## src/rtl/sparc_ifu_lfsr_nch_if.sv

```systemverilog
// Request/response bundle for the per-thread LFSR way picker.
// Parameters must match those of the sparc_ifu_lfsr_nch instance using it.
interface sparc_ifu_lfsr_nch_if #(
    parameter int unsigned WIDTH = 5,
    parameter int unsigned NCH   = 4,
    parameter int unsigned OUTW  = 2
);
    localparam int unsigned NW  = 1 << OUTW;
    localparam int unsigned CHW = (NCH > 1) ? $clog2(NCH) : 1;

    logic [NCH-1:0]   advance;
    logic [NCH-1:0]   load;
    logic [WIDTH-1:0] seed;
    logic             pick_req;
    logic [CHW-1:0]   pick_ch;
    logic [NW-1:0]    way_vld;
    logic             pick_vld;
    logic [OUTW-1:0]  pick_way;
    logic             pick_rnd;
    logic [NCH-1:0]   lockup;

    modport master (
        output advance, load, seed, pick_req, pick_ch, way_vld,
        input  pick_vld, pick_way, pick_rnd, lockup
    );

    modport slave (
        input  advance, load, seed, pick_req, pick_ch, way_vld,
        output pick_vld, pick_way, pick_rnd, lockup
    );
endinterface

```

## src/rtl/sparc_ifu_lfsr_nch.sv

```systemverilog
// NCH independent Fibonacci LFSRs with all-zero lock-up recovery, plus a
// registered way picker: first invalid way if any, else low LFSR bits.
module sparc_ifu_lfsr_nch #(
    parameter int unsigned      WIDTH    = 5,
    parameter logic [WIDTH-1:0] TAPS     = 5'b10010,
    parameter int unsigned      NCH      = 4,
    parameter int unsigned      OUTW     = 2,
    parameter logic [WIDTH-1:0] RST_SEED = '1
) (
    input logic                 clk,
    input logic                 reset,
    sparc_ifu_lfsr_nch_if.slave bus
);
    localparam int unsigned NW = 1 << OUTW;

    logic [WIDTH-1:0] q     [NCH];
    logic [WIDTH-1:0] q_nxt [NCH];
    logic [NCH-1:0]   step;
    logic [NCH-1:0]   recov;
    logic [NCH-1:0]   lockup_q;

    logic             ch_ok;
    logic             all_vld;
    logic [OUTW-1:0]  q_sel;
    logic [OUTW-1:0]  hole_way;
    logic [OUTW-1:0]  way_nxt;
    logic             rnd_nxt;

    logic             pick_vld_q;
    logic [OUTW-1:0]  pick_way_q;
    logic             pick_rnd_q;

    // Pick decode: out-of-range channel gives way 0 and never steps anything.
    always_comb begin
        ch_ok    = 32'(bus.pick_ch) < NCH;
        all_vld  = &bus.way_vld;
        q_sel    = '0;
        hole_way = '0;
        way_nxt  = '0;
        rnd_nxt  = 1'b0;
        for (int unsigned c = 0; c < NCH; c++) begin
            if (32'(bus.pick_ch) == c) q_sel = q[c][OUTW-1:0];
        end
        // Scan downward so the lowest invalid index wins.
        for (int unsigned i = NW; i > 0; i--) begin
            if (!bus.way_vld[i-1]) hole_way = OUTW'(i - 1);
        end
        if (!ch_ok) begin
            way_nxt = '0;
            rnd_nxt = 1'b0;
        end else if (all_vld) begin
            way_nxt = q_sel;
            rnd_nxt = 1'b1;
        end else begin
            way_nxt = hole_way;
            rnd_nxt = 1'b0;
        end
    end

    // Per-channel next state: load > lock-up recovery > step > hold.
    always_comb begin
        step  = '0;
        recov = '0;
        for (int unsigned c = 0; c < NCH; c++) begin
            q_nxt[c] = q[c];
            step[c]  = bus.advance[c]
                     | (bus.pick_req & ch_ok & all_vld & (32'(bus.pick_ch) == c));
            recov[c] = ~bus.load[c] & (q[c] == '0);
            if (bus.load[c]) begin
                q_nxt[c] = bus.seed;
            end else if (q[c] == '0) begin
                q_nxt[c] = RST_SEED;
            end else if (step[c]) begin
                q_nxt[c] = {q[c][WIDTH-2:0], ^(q[c] & TAPS)};
            end
        end
    end

    always_ff @(posedge clk) begin
        if (reset) begin
            for (int unsigned c = 0; c < NCH; c++) q[c] <= RST_SEED;
            lockup_q   <= '0;
            pick_vld_q <= 1'b0;
            pick_way_q <= '0;
            pick_rnd_q <= 1'b0;
        end else begin
            for (int unsigned c = 0; c < NCH; c++) q[c] <= q_nxt[c];
            lockup_q   <= recov;
            pick_vld_q <= bus.pick_req;
            if (bus.pick_req) begin
                pick_way_q <= way_nxt;
                pick_rnd_q <= rnd_nxt;
            end
        end
    end

    assign bus.pick_vld = pick_vld_q;
    assign bus.pick_way = pick_way_q;
    assign bus.pick_rnd = pick_rnd_q;
    assign bus.lockup   = lockup_q;
endmodule

```

## src/flat_wrapper.sv

```systemverilog
// flat-port wrapper written by rule: the top's interface ports become plain ports
module sparc_ifu_lfsr_nch_flat 
#(
    parameter int unsigned      WIDTH    = 5,
    parameter logic [WIDTH-1:0] TAPS     = 5'b10010,
    parameter int unsigned      NCH      = 4,
    parameter int unsigned      OUTW     = 2,
    parameter logic [WIDTH-1:0] RST_SEED = '1
)
  (clk, reset, bus_advance, bus_load, bus_seed, bus_pick_req, bus_pick_ch, bus_way_vld, bus_pick_vld, bus_pick_way, bus_pick_rnd, bus_lockup);
  sparc_ifu_lfsr_nch_if #(.WIDTH(WIDTH), .NCH(NCH), .OUTW(OUTW)) bus_i ();
  input logic clk;
  input logic reset;
  input wire logic [$bits(bus_i.advance)-1:0] bus_advance;
  input wire logic [$bits(bus_i.load)-1:0] bus_load;
  input wire logic [$bits(bus_i.seed)-1:0] bus_seed;
  input wire logic [$bits(bus_i.pick_req)-1:0] bus_pick_req;
  input wire logic [$bits(bus_i.pick_ch)-1:0] bus_pick_ch;
  input wire logic [$bits(bus_i.way_vld)-1:0] bus_way_vld;
  output wire logic [$bits(bus_i.pick_vld)-1:0] bus_pick_vld;
  output wire logic [$bits(bus_i.pick_way)-1:0] bus_pick_way;
  output wire logic [$bits(bus_i.pick_rnd)-1:0] bus_pick_rnd;
  output wire logic [$bits(bus_i.lockup)-1:0] bus_lockup;
  assign bus_i.advance = bus_advance;
  assign bus_i.load = bus_load;
  assign bus_i.seed = bus_seed;
  assign bus_i.pick_req = bus_pick_req;
  assign bus_i.pick_ch = bus_pick_ch;
  assign bus_i.way_vld = bus_way_vld;
  assign bus_pick_vld = bus_i.pick_vld;
  assign bus_pick_way = bus_i.pick_way;
  assign bus_pick_rnd = bus_i.pick_rnd;
  assign bus_lockup = bus_i.lockup;
  sparc_ifu_lfsr_nch #(.WIDTH(WIDTH), .TAPS(TAPS), .NCH(NCH), .OUTW(OUTW), .RST_SEED(RST_SEED)) u_core (.clk(clk), .reset(reset), .bus(bus_i));
endmodule
```

## config.mk

```make
export PLATFORM = sky130hd
export DESIGN_NAME = sparc_ifu_lfsr_nch_flat
export DESIGN_NICKNAME = d
export VERILOG_FILES = /design/src/rtl/sparc_ifu_lfsr_nch_if.sv /design/src/rtl/sparc_ifu_lfsr_nch.sv /design/src/flat_wrapper.sv
export SDC_FILE = /design/constraint.sdc
export NUM_CORES = 1
export LEC_CHECK = 0
export BUFFER_PORTS_ARGS = -buffer_cell sky130_fd_sc_hd__buf_4
export CAP_MARGIN = 20
export CELL_PAD_IN_SITES_DETAIL_PLACEMENT = 1
export CELL_PAD_IN_SITES_GLOBAL_PLACEMENT = 2
export CORE_UTILIZATION = 35
export DETAILED_ROUTE_END_ITERATION = 6
export PLACE_DENSITY = 0.88
export SYNTH_ARGS = -nofsm -noshare
export SYNTH_HDL_FRONTEND = slang
export SYNTH_SLANG_ARGS = --single-unit
```

## constraint.sdc

```tcl
create_clock -name clk -period 4 [get_ports clk]
set_input_delay 1.2 -clock clk [delete_from_list [all_inputs] [get_ports clk]]
set_output_delay 1.2 -clock clk [all_outputs]
set_load 0.01 [all_outputs]
```

## Yosys cells after proc, flatten, opt, wreduce, memory -nomap -nowiden

Memories as Yosys holds them, arrays and structs flattened.
Cells that the tools add are included.

| cells by class | value |
|---|---|
| muxes and demuxes | 29 |
| eq/ne operators | 3 |
| bitwise gates (word level) | 21 |
| reductions and logical operators | 10 |

Operator list:

| operator | number |
|---|---|
| 2-to-1 mux 5 bit | 16 |
| zero test 5 bit | 4 |
| XOR reduction 5 bit | 4 |
| 2-to-1 mux 2 bit | 9 |
| AND 1 bit | 9 |
| OR 1 bit | 8 |
| == test 2 bit (second input constant) | 2 |
| 2-to-1 mux 1 bit | 4 |
| inverter 1 bit | 4 |
| AND reduction 4 bit | 1 |
| == test 2 x 1 -> 1 bit (second input constant) | 1 |
| zero test 2 bit | 1 |

| storage, ports and cells | value |
|---|---|
| memories kept | 1 |
| input bits | 22 |
| logic and storage cells | 68 |
| memory bits (writable) | 20 |
| output and inout bits | 8 |
| register bits | 8 |

Memory list:

| name | words | bits a word | read ports | clocked after memory_dff | write ports | line | RTL |
|---|---|---|---|---|---|---|---|
| u_core.q | 4 | 5 | 4 | 0 | 4 | sparc_ifu_lfsr_nch.sv:16 | `logic [WIDTH-1:0] q [NCH];` |

## Depth between registers and ports, before layout

Gate-level depths: netlist (run 1).

| logic depth | value |
|---|---|
| depth after elaboration | 8 |
| gate-level depth with buffers | 6 |
| depth with buffers taken out | 4 |

## Worst setup path after synthesis (run 1)

OpenSTA, ideal clock, no wires.

| path | value |
|---|---|
| kind | input to register |
| from | input port bus_way_vld[0] |
| to | memory u_core.q[3][0] |
| required time | 3878 ps |
| setup time | 122 ps |
| path slack | 1687 ps |
| buffers on the path | 1 |
| data arrival time | 2191 ps |
| stages | 5 |
| cell sequence | and3_1 buf_4 a211oi_4 nand2_2 a221o_1 |

RTL lines:

| what | line | RTL |
|---|---|---|
| from (decl) | flat_wrapper.sv:19 | `input wire logic [$bits(bus_i.way_vld)-1:0] bus_way_vld;` |
| to (decl) | sparc_ifu_lfsr_nch.sv:16 |  |

==> impl_metrics.ini, run 1 <==
[timing]
finalCritPeriodShare_pct = 55.5
fin_tns_setup_ns = 0
worst_pin_slew_ns = 0.433
drv_slew = 0
max_slew_margin_pct = 70.9
skew_ns = 0.00346
hold_viol_final = 0
rsz0062_at_grt = no
setup_ws_ns = 1.78
whs_ns = 0.497
setup_viol = 0
min_period_ns = 2.22
fmax_ghz = 0.451

[synth]
synth_fp_nets = 207
synth-seq-cells = 28
synth_edf_count = 0
avgSynthCellArea_um2 = 8.63
synthArstFlopShare_pct = 0
yosysSeqAreaShare_pct = 35.1
netlist_instances = 185
ys_warn_count = 0
ys.flop_type = dfxtp_1
syn-cell-area_mm2 = 0.00160
synth.distinct_cells = 47

[outcome]
status = finished clean

[global_routing]
grt_pass1_wl_um = 7800
grt_max_degree = 33
grt_overflow = 0
grt_antenna_before_repair = 0
track_usage_pct = 19.8
grt_pass1_vias = 1614

[place]
dp_hpwl_um = 3440
dp_cells = 258
place_ws_ns = 1.49
port-buffer-count = 29
place_congestion = 0.797

[floorplanning]
die_x_um = 69.5
die_height_um = 69.5
row_count = 24
core_mm2 = 0.00438
start_util_pct = 36.4
io_pins = 30
dieArea_mm2 = 0.00484

[worst_setup_path]
slowest_delay_ns = 0.36
critical_path_class = in2reg
crit_path_end_kind = register
cp_data_required_time_ns = 4.16
setup.worst_path.start_class = primary input
crit_fanout = 6
rr_worst_depth = 4
crit_slowest_cell = a211oi_4
arrival_ns = 2.38
crit_chain = buf_4 > and3_1 > a211oi_4 > nand2_2 > a221o_1

[detailed_routing]
via_count = 1549
initialDrtViolationCount = 106
drc_errors = 0
first_pass_iters = 4
wl_per_cell_um = 17.3
wl_um = 4530
drtAntennaViolNets = 0
viasPerCell = 5.91

[cells_and_area]
nFillCells = 541
nets = 233
drive_gt1_share_pct = 21.0
area_growth_pct = 19.0
finalNonFillerCells = 262
antennaDiodeCount = 0

[clock_tree]
h-tree-depth = 1
cts_tree = yes
clk_pin_slew_ns = 0.10
cts.sinks = 28
cts_buffers = 3
clk_path_buf_depth = 2
insertion_delay_ns = 0.27
post_cts_buffers = 0
ctsResizeCount = 0
cts-root-buf = clkbuf_8
ctsHoldBuffers = 0

[hold_path]
hp-class = reg2reg
hold_depth = 2

[power]
power.density_mw_per_mm2 = 324
ir_worst_vdd_mv = 0.139
leakage_nw = 0.755

[run]
cap_violations = 0
==> per-layer routing <==
| layer | wire length, um | GRT usage [%] | vias up |
|---|---|---|---|
| met5 | 0 | 0 | - |
| met4 | 50 | 3.63 | 0 |
| met3 | 176 | 2.91 | 4 |
| met2 | 2160 | 33.2 | 34 |
| met1 | 2140 | 27.2 | 756 |
| li1 | - | - | 755 |
==> worst paths after layout <==
kind              slack (ns)                   to           startpoint
setup / recovery        1.78       u_core.q[3][1]       bus_way_vld[0]
hold / removal          0.50  u_core.bus.pick_rnd  u_core.bus.pick_rnd
setup reg to reg        2.44       u_core.q[0][4]       u_core.q[0][2]
hold reg to reg         0.50  u_core.bus.pick_rnd  u_core.bus.pick_rnd
==> cell usage after synthesis, drive strengths merged (2+ instances only) <==
| cell | instances | area share, % |
|---|---|---|
| a211oi | 6 | 3.6 |
| a21o | 3 | 1.4 |
| a21oi | 17 | 5.3 |
| a221o | 5 | 3.1 |
| buf | 2 | 0.78 |
| clkbuf | 6 | 1.4 |
| dfxtp | 28 | 35 |
| inv | 10 | 2.4 |
| mux2 | 2 | 1.4 |
| mux2i | 12 | 7.5 |
| mux4 | 2 | 2.8 |
| nand2 | 11 | 2.7 |
| nand2b | 4 | 1.6 |
| nand3 | 3 | 0.94 |
| nor2 | 17 | 4.2 |
| nor2b | 3 | 1.2 |
| nor3 | 6 | 1.9 |
| nor4 | 6 | 2.7 |
| o211ai | 2 | 1.3 |
| o21ai | 14 | 5.1 |
| o221ai | 2 | 1.1 |
| o311ai | 2 | 1.1 |
| or4 | 6 | 3.1 |
| xor2 | 2 | 1.1 |
==> cell families (layout without fill, tap and decap cells) <==
family / after synthesis / in the layout / share of synthesized area, %
AOI/OAI and AO/OA: 61 / 61 / 27.3
xor gates and xnor gates: 2 / 2 / 1.10
buffers and inverters: 18 / 43 / 4.55
DFF: 28 / 28 / 35.1
muxes: 16 / 16 / 11.8
and+or+nand+nor: 60 / 60 / 20.2
==> area by class of cell <==
type                       count  area, um2  area share, %
clock buffer                   4       55.1           2.90
inverter                      10       37.5           1.98
multi-input combinational    139        963           50.7
sequential                    28        561           29.5
tap                           52       65.1           3.43
timing repair buffer          29        218           11.5
==> cells in the final DEF, fill, tap and decap left out, drive strengths merged, types with 2 or more instances in the layout <==
cell type | netlist | layout
buf | 2 | 29
dfxtp | 28 | 28
a21oi | 17 | 17
nor2 | 17 | 17
o21ai | 14 | 14
mux2i | 12 | 12
nand2 | 11 | 11
inv | 10 | 10
nor3 | 6 | 6
or4 | 6 | 6
nor4 | 6 | 6
a211oi | 6 | 6
a221o | 5 | 5
nand2b | 4 | 4
clkbuf | 6 | 4
nor2b | 3 | 3
nand3 | 3 | 3
a21o | 3 | 3
o221ai | 2 | 2
xor2 | 2 | 2
mux4 | 2 | 2
mux2 | 2 | 2
o311ai | 2 | 2
o211ai | 2 | 2
==> registers in the layout, summed over array words and instances (netlist names) <==
name / flops
u_core.bus.lockup: 4
u_core.bus.pick_rnd: 1
u_core.bus.pick_way: 2
u_core.bus.pick_vld: 1
u_core.q: 20
==> critical path: cells and delay by family <==
kind	cells	cell delay [ns]
AO/OA/AOI/OAI	2	0.67
AND/OR/NAND/NOR	2	0.39
buffers and inverters	1	0.12
==> power breakdown <==
part           internal (mW)  leakage, nW  switching, mW  total (mW)
Clock                 0.0881       0.0288         0.0897       0.178
Combinational         0.0540        0.495         0.0590       0.113
Sequential             0.297        0.231         0.0273       0.324
Total                  0.439        0.755          0.176       0.615
==> metrics by stage <==
stage / power [mW] / util [%] / cell area (um2)
2_1_floorplan: 0.393 / - / 1600
5_1_grt: 0.653 / 43.3 / 1900
3_5_place_dp: 0.443 / 42.1 / 1840
4_1_cts: 0.619 / 43.3 / 1900
6_report: 0.615 / 43.3 / 1900
3_3_place_gp: 0.436 / 42.1 / 1840
Power figures use the tool's default switching activity.
==> run 2: changes to the inputs <==
CORE_UTILIZATION = 29   (was 35)
PLACE_DENSITY = 0.78   (was 0.88)
clock period = 1.85 ns   (was 4 ns; I/O delays follow)
==> run 2 against run 1 <==
Against the previous run:
- sequential cell count unchanged
- via count down 2.3%
- global-route usage down 3.7 points
- critical endpoint is now u_core.q[0][4]
- first-iteration DRC count down 25%
- sequential share of layout area down 0.68 points
- core utilization down 6.0 points
- setup slack worse by 1.5 ns
- total power up 120%
- non-clock buffer count up 3
- final cell count up 8.0%
- critical path type is now reg2reg
- critical path depth down 1
==> impl_metrics.ini, run 2 (synthesized netlist as in run 1, its figures left out) <==
[global_routing]
grt_pass1_vias = 1500
track_usage_pct = 16.1
grt_pass1_wl_um = 7440
grt_max_degree = 33
grt_overflow = 0
grt_antenna_before_repair = 0

[worst_setup_path]
crit_cells = 4
crit_family = compound AO/OA/AOI/OAI gates
rr_startpoint = u_core.q[0][1]
crit_path_end_kind = register
crit_chain = nor2_1 > a211oi_1 > o31a_1 > mux2i_1
crit_slowest_cell = dfxtp_1
path_buf_inv = 0
crit_end = u_core.q[0][4]
rr_worst_depth = 4
cp_data_required_time_ns = 2.06
critical_path_class = reg2reg
reg2reg_to = u_core.q[0][4]
setup.worst_path.start_class = register
arrival_ns = 1.76
crit_path_start = u_core.q[0][1]
slowest_delay_ns = 0.47
r2r_slack_ns = 0.29
crit_fanout = 6

[power]
ir_worst_vdd_mv = 0.339
power.total_mw = 1.34
leakage_nw = 0.769
power.density_mw_per_mm2 = 688

[floorplanning]
die_x_um = 76.2
io_pins = 30
core_mm2 = 0.00520
dieArea_mm2 = 0.00581
row_count = 26
die_height_um = 76.2
start_util_pct = 30.7

[timing]
whs_ns = 0.474
hold_viol_final = 0
setup_viol = 0
skew_ns = 0.00193
max_slew_margin_pct = 68.3
fin_tns_setup_ns = 0
worst_pin_slew_ns = 0.471
finalCritPeriodShare_pct = 84.1
setup_ws_ns = 0.294
min_period_ns = 1.56
fmax_ghz = 0.643
rsz0062_at_grt = no
drv_slew = 0

[clock_tree]
clk_path_buf_depth = 2
post_cts_buffers = 0
cts-root-buf = clkbuf_8
h-tree-depth = 1
ctsHoldBuffers = 0
cts_buffers = 3
cts_tree = yes
ctsResizeCount = 0
clk_pin_slew_ns = 0.10
cts.sinks = 28
insertion_delay_ns = 0.27

[cells_and_area]
largest_register_ff_count = 20
area_growth_pct = 21.8
stdcell_area_mm2 = 0.00194
drive_gt1_share_pct = 22.1
nets = 236
final_common_cell = buf_4
mostFrequentLayoutCells = buf_4 (32), dfxtp_1 (28), a21oi_1 (17)
final_core_util_pct = 37.4
antennaDiodeCount = 0
largest_register = u_core.q
finalNonFillerCells = 283

[detailed_routing]
initialDrtViolationCount = 80
via_count = 1513
wl_um = 4540
viasPerCell = 5.35
wl_per_cell_um = 16.0
drtAntennaViolNets = 0
drc_errors = 0
first_pass_iters = 4

[hold_path]
hp-class = reg2reg
hold_depth = 2

[run]
cap_violations = 0

[place]
place_ws_ns = 0.0596
dp_cells = 279
postPlaceCellArea_mm2 = 0.00189
place_congestion = 0.751
port-buffer-count = 29
dp_hpwl_um = 3390

[outcome]
status = finished clean
run 2: tightest hold or removal path, cell delays in order (launching register included):
cell,delay (ns)
dfxtp_1,0.32
nand2b_1,0.06
a21oi_1,0.05
run 2: worst min-delay path by stage:
stage,from,to
floorplan,u_core.q[0][3],u_core.bus.lockup[0]
finish,u_core.bus.pick_way[1],u_core.bus.pick_way[1]
global route,u_core.bus.pick_way[1],u_core.bus.pick_way[1]
global placement,u_core.bus.pick_way[1],u_core.bus.pick_way[1]
detailed placement,u_core.bus.pick_way[1],u_core.bus.pick_way[1]
CTS,u_core.bus.pick_way[1],u_core.bus.pick_way[1]
run 2: layout make-up:
type	instances	area, um2
Sequential cell	28	561
Clock buffer	4	55.1
Fill cell	636	3260
Inverter	10	37.5
Multi-Input combinational cell	139	963
Tap cell	70	87.6
Timing Repair Buffer	32	240
run 2: routing by layer:
layer	vias up	GRT usage, %	share of wire [%]
met5	-	0	0
met4	0	7.50	2.3
met3	8	2.87	3.7
met2	36	23.6	42
met1	708	22.7	52
li1	761	-	-
run 2: power breakdown:
group          internal (mW)  switching [mW]
Combinational          0.122           0.130
Sequential             0.642          0.0548
Clock                  0.191           0.198
==> run 3: changes to the inputs <==
CORE_UTILIZATION = 32   (was 29)
PLACE_DENSITY = 0.81   (was 0.78)
clock period = 1.5 ns   (was 1.85 ns; I/O delays follow)
==> run 3 against run 2 <==
Against the previous run:
- sequential power is 23% higher
- first-iteration DRC count fell by 2.5%
- routed wire length up 13%
- core utilization grew 7.5 points
- sequential cell count stayed put
- count of clock-buffer cells in the layout unchanged
- register-to-register slack worse by 0.26 ns
- critical path depth did not move
- non-clock buffer count up 22
- cell area increased by 9.8%
- total power is 29% higher
- critical endpoint is now u_core.q[1][0]
- largest power group unchanged
==> impl_metrics.ini, run 3 (synthesized netlist as in run 1, its figures left out) <==
[power]
p_comb_share_pct = 22.3
pwr-share-seq_pct = 49.4
leakage_nw = 0.882
p_int_mw = 1.22
ir_worst_vdd_mv = 0.335
pwr-share-clk_pct = 28.3
power.density_mw_per_mm2 = 810
switching_share_pct = 29.5
switchingPower_uw = 510

[timing]
finalCritPeriodShare_pct = 98.1
worst_pin_slew_ns = 0.450
fmax_ghz = 0.680
hold_viol_final = 0
rsz0062_at_grt = yes
min_period_ns = 1.47
drv_slew = 0
skew_ns = 0.000886
whs_ns = 0.457
max_slew_margin_pct = 69.6
setup_viol = 0

[global_routing]
grt_overflow = 0
grt_antenna_before_repair = 0
grt_pass1_wl_um = 8420
grt_pass1_vias = 1715
grt_max_degree = 33
track_usage_pct = 20.7

[detailed_routing]
drc_errors = 0
viasPerCell = 5.50
drtAntennaViolNets = 0
initialDrtViolationCount = 78
first_pass_iters = 4
via_count = 1662
wl_um = 5130
wl_per_cell_um = 17.0

[clock_tree]
clk_pin_slew_ns = 0.10
cts_buffers = 3
cts_tree = yes
cts.sinks = 28
ctsHoldBuffers = 0
h-tree-depth = 1
insertion_delay_ns = 0.27
clk_path_buf_depth = 2
cts-root-buf = clkbuf_8

[cells_and_area]
mostFrequentLayoutCells = buf_4 (54), dfxtp_1 (26), a21oi_1 (17)
multiInputGateArea_um2 = 990
largest_register = u_core.q
nets = 258
drive_gt1_share_pct = 31.5
antennaDiodeCount = 0
area_growth_pct = 33.7
final_core_util_pct = 44.9
nFillCells = 601
largest_register_ff_count = 20
final_common_cell = buf_4
register_area_um2 = 563

[worst_setup_path]
setup.worst_path.start_class = register
slowest_delay_ns = 0.55
critical_path_class = reg2reg
crit_path_end_kind = register
crit_chain = or4_4 > o21ai_4 > or3_1 > o211ai_2
arrival_ns = 1.64
crit_slowest_cell = or4_4
crit_fanout = 6
cp_data_required_time_ns = 1.67

[place]
place_congestion = 0.838
dp_hpwl_um = 3900
port-buffer-count = 29

[floorplanning]
row_count = 25
start_util_pct = 33.6
die_x_um = 72.6
io_pins = 30
die_height_um = 72.6
dieArea_mm2 = 0.00528
core_mm2 = 0.00475

[outcome]
status = finished clean

[run]
cap_violations = 0

[hold_path]
hp-class = in2reg
==> run 3: worst max-delay path, delay by kind of cell (launching register included) <==
| family | cells | cell delay (ns) |
|---|---|---|
| AO/OA/AOI/OAI | 2 | 0.32 |
| AND/OR/NAND/NOR | 2 | 0.72 |
| flip-flops | 1 | 0.33 |
==> run 3: layout make-up <==
cell class,instances,share of cell area [%]
multi-input combinational,139,46.4
sequential,28,26.4
tap,67,3.93
clock buffer,4,2.58
inverter,10,1.76
timing repair buffer,54,19.0
==> run 3: per-stage QoR <==
stage	total power, mW	setup TNS, ns	std cells	area (um2)	worst slack (ns)
final	1.73	0	302	2130	0.0290
after CTS	1.73	0	302	2110	0.0235
after detailed placement	1.24	-2.81	296	2040	-0.172
after floorplan	1.05	-0.246	185	1600	-0.0493
after global placement	1.21	-1.93	296	2040	-0.124
after global routing	1.82	-0.103	302	2130	-0.0366
==> run 3: timing repair <==
action                                  in CTS  in global routing
buffers inserted                             2                  0
pin swaps                                    1                  4
endpoints found under the setup margin       2                 10
gates resized for setup                      1                  7
==> run 3: final timing paths <==
kind | start | to | slack [ns] | depth (start not counted)
setup / recovery | u_core.q[1][3] | u_core.q[1][0] | 0.03 | 4
hold / removal | bus_load[1] | u_core.q[1][2] | 0.46 | 2
setup reg to reg | u_core.q[1][3] | u_core.q[1][0] | 0.03 | 4
hold reg to reg | u_core.bus.pick_way[1] | u_core.bus.pick_way[1] | 0.48 | 2
==> run 3: power groups by stage <==
stage / clock, mW / combinational, mW / sequential [mW]
final: 0.489 / 0.385 / 0.854
after detailed placement: 0 / 0.371 / 0.867
after global routing: 0.537 / 0.421 / 0.862
after global placement: 0 / 0.351 / 0.862
after CTS: 0.499 / 0.380 / 0.848
after floorplan: 0 / 0.189 / 0.859
==> run 3: layer usage <==
metal | wire length, um | track usage [%] | share of wire (%)
met4 | 27 | 5.23 | 0.53
met2 | 2490 | 35.6 | 48
met1 | 2410 | 27.0 | 47
met3 | 207 | 3.31 | 4.0
met5 | 0 | 0 | 0
